**src/rtl/rob_commit_sched.sv**
```systemverilog
// rob_commit_sched: commit-side scheduler for the reorder buffer head and the
// store-buffer drain port.
//
// Handshake rule for the drain port: sb_req is a combinational request that
// holds while a ready store waits to retire. A transfer happens in the cycle
// in which sb_req and sb_ack are both high. sb_ack while sb_req is low is
// ignored. A snoop may withdraw sb_req before it is acknowledged.
//
// Optional build macro: ROB_COMMIT_SCHED_PERF_EN adds the saturating
// perf_commit, perf_store_stall and perf_flush counters, each PERF_W bits wide.
module rob_commit_sched #(
   parameter int FLUSH_CYCLES = 3,
   parameter int CNT_W        = 4
`ifdef ROB_COMMIT_SCHED_PERF_EN
   ,
   parameter int PERF_W       = 32
`endif
) (
   input  logic clk,
   input  logic resetn,
   input  logic snoop_hit,
   input  logic head_valid,
   input  logic head_done,
   input  logic head_store,
   input  logic head_bco,
   output logic sb_req,
   input  logic sb_ack,
   output logic en_commit,
   output logic en_commit_store,
   output logic bco_valid,
`ifdef ROB_COMMIT_SCHED_PERF_EN
   output logic [PERF_W-1:0] perf_commit,
   output logic [PERF_W-1:0] perf_store_stall,
   output logic [PERF_W-1:0] perf_flush,
`endif
   output logic flush_busy
);

   typedef enum logic [1:0] {
      ST_RUN        = 2'd0,
      ST_STORE_WAIT = 2'd1,
      ST_FLUSH      = 2'd2
   } state_t;

   localparam logic [CNT_W-1:0] FLUSH_LOAD = CNT_W'(FLUSH_CYCLES);
   localparam logic [CNT_W-1:0] CNT_ONE    = CNT_W'(1);

   state_t           state;
   state_t           state_next;
   logic [CNT_W-1:0] cnt;
   logic [CNT_W-1:0] cnt_next;
   logic             flush_trigger;
   logic             ready;

   assign ready = head_valid & head_done;

   // State register, flush counter and the registered flush outputs.
   always_ff @(posedge clk) begin
      if (!resetn) begin
         state      <= ST_RUN;
         cnt        <= '0;
         bco_valid  <= 1'b0;
         flush_busy <= 1'b0;
      end else begin
         state      <= state_next;
         cnt        <= cnt_next;
         bco_valid  <= flush_trigger;
         flush_busy <= (state_next == ST_FLUSH);
      end
   end

   // Next-state logic; a snoop overrides everything and (re)opens the window.
   always_comb begin
      state_next    = state;
      cnt_next      = cnt;
      flush_trigger = 1'b0;
      if (snoop_hit) begin
         state_next    = ST_FLUSH;
         cnt_next      = FLUSH_LOAD;
         flush_trigger = 1'b1;
      end else begin
         case (state)
            ST_RUN: begin
               if (ready && !head_store && head_bco) begin
                  state_next    = ST_FLUSH;
                  cnt_next      = FLUSH_LOAD;
                  flush_trigger = 1'b1;
               end else if (ready && head_store && !sb_ack) begin
                  state_next = ST_STORE_WAIT;
               end
            end
            ST_STORE_WAIT: begin
               // Head is held stable by the ROB here, only the ack matters.
               if (sb_ack) begin
                  state_next = ST_RUN;
               end
            end
            ST_FLUSH: begin
               if (cnt == CNT_ONE) begin
                  state_next = ST_RUN;
                  cnt_next   = '0;
               end else begin
                  cnt_next = cnt - CNT_ONE;
               end
            end
            default: begin
               state_next = ST_RUN;
               cnt_next   = '0;
            end
         endcase
      end
   end

   // Commit and store-request outputs; forced low in reset and on a snoop.
   always_comb begin
      sb_req          = 1'b0;
      en_commit       = 1'b0;
      en_commit_store = 1'b0;
      if (resetn && !snoop_hit) begin
         case (state)
            ST_RUN: begin
               if (ready) begin
                  if (head_store) begin
                     sb_req          = 1'b1;
                     en_commit       = sb_ack;
                     en_commit_store = sb_ack;
                  end else begin
                     en_commit = 1'b1;
                  end
               end
            end
            ST_STORE_WAIT: begin
               sb_req          = 1'b1;
               en_commit       = sb_ack;
               en_commit_store = sb_ack;
            end
            default: begin
               sb_req = 1'b0;
            end
         endcase
      end
   end

`ifdef ROB_COMMIT_SCHED_PERF_EN
   // Saturating event counters: commits, store-wait cycles, flush pulses.
   always_ff @(posedge clk) begin
      if (!resetn) begin
         perf_commit      <= '0;
         perf_store_stall <= '0;
         perf_flush       <= '0;
      end else begin
         if (en_commit && (perf_commit != '1)) begin
            perf_commit <= perf_commit + 1'b1;
         end
         if ((state == ST_STORE_WAIT) && (perf_store_stall != '1)) begin
            perf_store_stall <= perf_store_stall + 1'b1;
         end
         if (bco_valid && (perf_flush != '1)) begin
            perf_flush <= perf_flush + 1'b1;
         end
      end
   end
`endif

endmodule

```
**config.mk**
```make
export PLATFORM = sky130hd
export DESIGN_NAME = rob_commit_sched
export DESIGN_NICKNAME = d
export VERILOG_FILES = /design/src/rtl/rob_commit_sched.sv
export SDC_FILE = /design/constraint.sdc
export NUM_CORES = 1
export LEC_CHECK = 0
export ABC_AREA = 1
export CORE_AREA = 2 2 39 41
export CTS_CLUSTER_SIZE = 10
export DETAILED_ROUTE_END_ITERATION = 6
export DIE_AREA = 0 0 41 43
export MAX_ROUTING_LAYER = met4
export PLACE_DENSITY_LB_ADDON = 0.08
export SLEW_MARGIN = 40
export SYNTH_ARGS = -nofsm -noshare
export SYNTH_HDL_FRONTEND = slang
export SYNTH_SLANG_ARGS = --single-unit
```
**constraint.sdc**
```tcl
create_clock -name clk -period 0.95 [get_ports clk]
set_input_delay 0.19 -clock clk [delete_from_list [all_inputs] [get_ports clk]]
set_output_delay 0.19 -clock clk [all_outputs]
set_load 0.02 [all_outputs]
```
Word level (Yosys, flattened, before mapping):

Index checks and enable logic that the tools add are counted.

* input bits: 8
* output and inout port bits: 5
* register bits after elaboration: 8

* add/subtract/negate cells: 1
* reduce and logical (&&, ||, !) cells: 12
* eq/ne operators: 7
* bitwise gates (word level): 3
* muxes and demuxes: 25

Operators by type and width (number)
* $mux 1: 12
* $mux 2: 6
* $pmux 4 s3: 1
* $mux 4: 2
* $pmux 1 s2: 3
* $pmux 2 s3: 1
* $logic_and 1x1->1: 5
* $eq 2x2->1 const B: 2
* $eq 4x1->1 const B: 1
* $ne 2x2->1 const B: 2
* $reduce_and 2->1: 2
* $sub 4x1->4 const B: 1
* $logic_not 1->1: 3
* $ne 3x3->1 const B: 1
* $eq 2x1->1 const B: 1
* $logic_not 2->1: 1
* $not 1->1: 2
* $reduce_or 2->1: 1
* $and 1x1->1: 1

Depth between registers and ports, before layout:

* depth after elaboration: 8
* depth in mapped cells: 7
* gate-level depth less buffers: 7

Least setup slack after synthesis:

No wires, ideal clock.

* path kind: register -> output
* start point: register state[0]
* end point: output port en_commit_store
* required time: 760 ps
* buffers on the path: 0
* arrival time: 1058 ps
* cell stages (with the launch flop): 5
* slack: -298 ps
* path through: dfxtp_1 o21ai_1 inv_1 nand2_1 nor3_1

* word-level cells in the longest chain between the ends: 3
* elaborated cells between the ends (all ways): 4
* those cells by class: 1 x eq/ne; 2 x mux; 1 x reduce/logical

Ends and longest elaborated chain
* start, declared: line 48 `state_t state;`
* start signal, assigned: line 65 `state <= state_next;`
* $eq 2x1->1 or $logic_not 2->1 (tied branches): line 120 `case (state)`
* $pmux 1 s2 *: line 120
* $mux 1 *: line 119 `if (resetn && !snoop_hit) begin`
* end, declared: line 29 `output logic en_commit_store,`

Every way passes the cells marked *; elsewhere a longest branch is shown, timed or not.

Final worst setup path:

* start point: register state[1]
* end point: output port en_commit_store

Same word-level chain as after synthesis.

==> impl_metrics.toml <==
[power]
irDropWorstVdd_uv = 860
powerDensity_nw_per_um2 = 1150
power.leakage_uw = 0.000406

[sta]
setup_slack_ns = -0.363
clock_skew_ns = 0.00336
setup_viol = 10
post-route-min-period_ns = 1.31
rsz0062_at_grt = "true"
max_freq_mhz = 761
finalHoldViolCount = 0
period_share_pct = 138
setup-tns-final_ns = -2.07
worst_pin_slew_ns = 0.228
final_max_slew_viol_count = 0
relSlewSlack_pct = 84.8

[setup_path]
r2r_cells = 7
worstSetupEndpointType = "primary output"
crit_arrival_ns = 1.12
slowest_delay_ns = 0.34
cp_max_fo = 3
cp_slowest_cell = "dfxtp_2"
rrSetupSlack_ns = -0.19
timing.rr.end = "cnt[3]"
crit_type = "reg2out"
critical_path_required_ns = 0.76
worst_setup_path_start_kind = "register"
r2r-start = "state[0]"
path_cells = "nor2_4 > o21ai_2 > inv_2 > nand2_4 > nor3_4 > buf_6"

[place]
io_buffers = 12
dpl.hpwl_um = 866
gp_congestion = 0.690
placed_area_um2 = 688
pre_cts_ws_ns = -0.946
placed_cells = 104

[floorplan]
die_area_um2 = 1760
rows = 14
die_h_um = 43
initial_core_util_pct = 31.6
dieWidth_um = 41
core_um2 = 1380
num_io_pins = 13

[synthesis]
synthesis.area_um2 = 438
yosysSeqAreaShare_pct = 36.6
syn-num-nets = 75
synth_area_leaders = "dfxtp_1 (37%), nand2_1 (12%), inv_1 (9.4%)"
yosys.area.top_type = "dfxtp_1"
syn_inst = 65
syn_avg_cell_area_um2 = 6.74
yosysTopAreaCellShare_pct = 36.6
ys_warn_count = 0
synth-seq-cells = 8
yosys.cell_types.count = 17

[clocking]
cts_max_path_buffers = 2
cts_tree = "built"
insertion_delay_ns = 0.25
root_buffer = "clkbuf_4"
clk_pin_slew_ns = 0.05
cts.htree.levels = 1
cts_sinks = 8
cts_hold_buf = 0
numCtsBuffers = 3

[final_layout]
antenna_cells = 0
utilization_pct = 58.6
layout.cells.non_filler = 112
area_growth_pct = 85.1
final_net_count = 108
drive_above_1_share_pct = 50.0
fillers = 143
fin_area_um2 = 811
regArea_um2 = 166
multi_input_area_um2 = 320

[hold_path]
holdPathStages = 5
hold_end = "state[0]"
min-delay-start = "snoop_hit"
hold_path.class = "in2reg"

[routing]
routed_wirelength_um = 1210
drtIter0Drc = 7
wl_met2_um = 663
met1_length_um = 471
drc = 0
wl_per_cell_um = 10.8
firstDrtPassIters = 4
antenna_left = 0
top_layer = "met4"
vias = 513
met3WireLength_um = 55
avgViaCountPerCell = 4.58

[grt]
grt_first_pass_wirelength_um = 1930
antenna_found_initial = 0
grt_start_max_net_pins = 6
groute.usage.overall_pct = 17.1
first_global_vias = 474
overflow = 0

[outcome]
violations = "setup timing"
outcome = "complete, but fails checks"

[run]
max_cap_viol_count = 0
## layer usage
metal	global-route usage [%]	up-vias
li1	-	267
met1	16.6	230
met2	28.4	14
met3	7.85	2
met4	6.00	0
met5	-	-
## stage by stage
stage | power [µW] | hold WS (ns)
3_3_place_gp | 647 | 0.517
5_1_grt | 990 | 0.529
3_5_place_dp | 649 | 0.522
2_1_floorplan | 520 | 0.261
4_1_cts | 920 | 0.442
6_report | 929 | 0.512
## flip-flops by register name, summed over array words and instances, names as in the netlist
name,count
cnt,4
state,2
bco_valid,1
flush_busy,1
## critical path, delay by kind of cell, from the launching register on
family / cells / cell delay (ns)
AO/OA/AOI/OAI: 1 / 0.07
buffers and inverters: 2 / 0.19
flip-flops: 1 / 0.34
AND/OR/NAND/NOR: 3 / 0.28
## placed cells by master, fill, tap and decap left out, types with 2 or more instances in the layout
master | Yosys | final
clkdlybuf4s50_1 | 0 | 3
buf_2 | 0 | 2
buf_4 | 0 | 14
a21oi_1 | 2 | 2
dfxtp_2 | 0 | 2
nor2_1 | 9 | 6
nor2_4 | 1 | 3
inv_2 | 1 | 5
dfxtp_1 | 8 | 5
nand3_1 | 7 | 4
nand2_2 | 1 | 2
buf_6 | 0 | 5
nand3_2 | 1 | 3
nor2_2 | 1 | 2
clkbuf_4 | 0 | 3
nand4_1 | 2 | 2
inv_1 | 11 | 7
nand2_4 | 0 | 2
nand2_1 | 14 | 11
ha_1 | 2 | 2
dlygate4sd2_1 | 0 | 4
## cells in the mapped netlist
| master | number |
|---|---|
| a21oi_1 | 2 |
| dfxtp_1 | 8 |
| ha_1 | 2 |
| inv_1 | 11 |
| inv_2 | 1 |
| nand2_1 | 14 |
| nand2_2 | 1 |
| nand3_1 | 7 |
| nand3_2 | 1 |
| nand4_1 | 2 |
| nor2_1 | 9 |
| nor2_2 | 1 |
| nor2_4 | 1 |
| nor3_1 | 2 |
| nor4_1 | 1 |
| o21ai_1 | 1 |
| xor2_1 | 1 |
## cells by family after synthesis
family                   synth area share, %
AO/OA/AOI/OAI                           3.43
XOR/XNOR                                2.00
adder cells (fa/ha/maj)                 5.71
buffers and inverters                   10.3
flip-flops                              36.6
AND/OR/NAND/NOR                         42.0
## final cells by class
cell class / count / area share (%)
multi-input combinational: 45 / 39.5
timing repair buffer: 28 / 29.2
sequential: 8 / 20.5
inverter: 12 / 5.56
clock buffer: 3 / 2.78
tap: 16 / 2.47
## power breakdown
| part | leakage, µW | internal, µW | switching, µW |
|---|---|---|---|
| logic | 0.000324 | 139 | 155 |
| clock network | 0.0000138 | 144 | 108 |
| registers | 0.0000673 | 362 | 21.5 |
## worst max path at each step
stage          startpoint         endpoint  slack, ns
6_report         state[1]  en_commit_store      -0.36
5_1_grt          state[1]  en_commit_store      -0.44
4_1_cts          state[1]  en_commit_store      -0.48
3_5_place_dp   head_valid  en_commit_store      -0.95
3_3_place_gp   head_valid  en_commit_store      -0.94
2_1_floorplan    state[1]  en_commit_store      -0.07
## repair_timing
item | in CTS | in global routing
gates resized for setup | 40 | 10
pin swaps | 14 | 8
cloned | 0 | 0
setup buffers | 5 | 4
endpoints found under the setup margin | 13 | 11
Note: power is estimated with default switching activity, not from simulation.
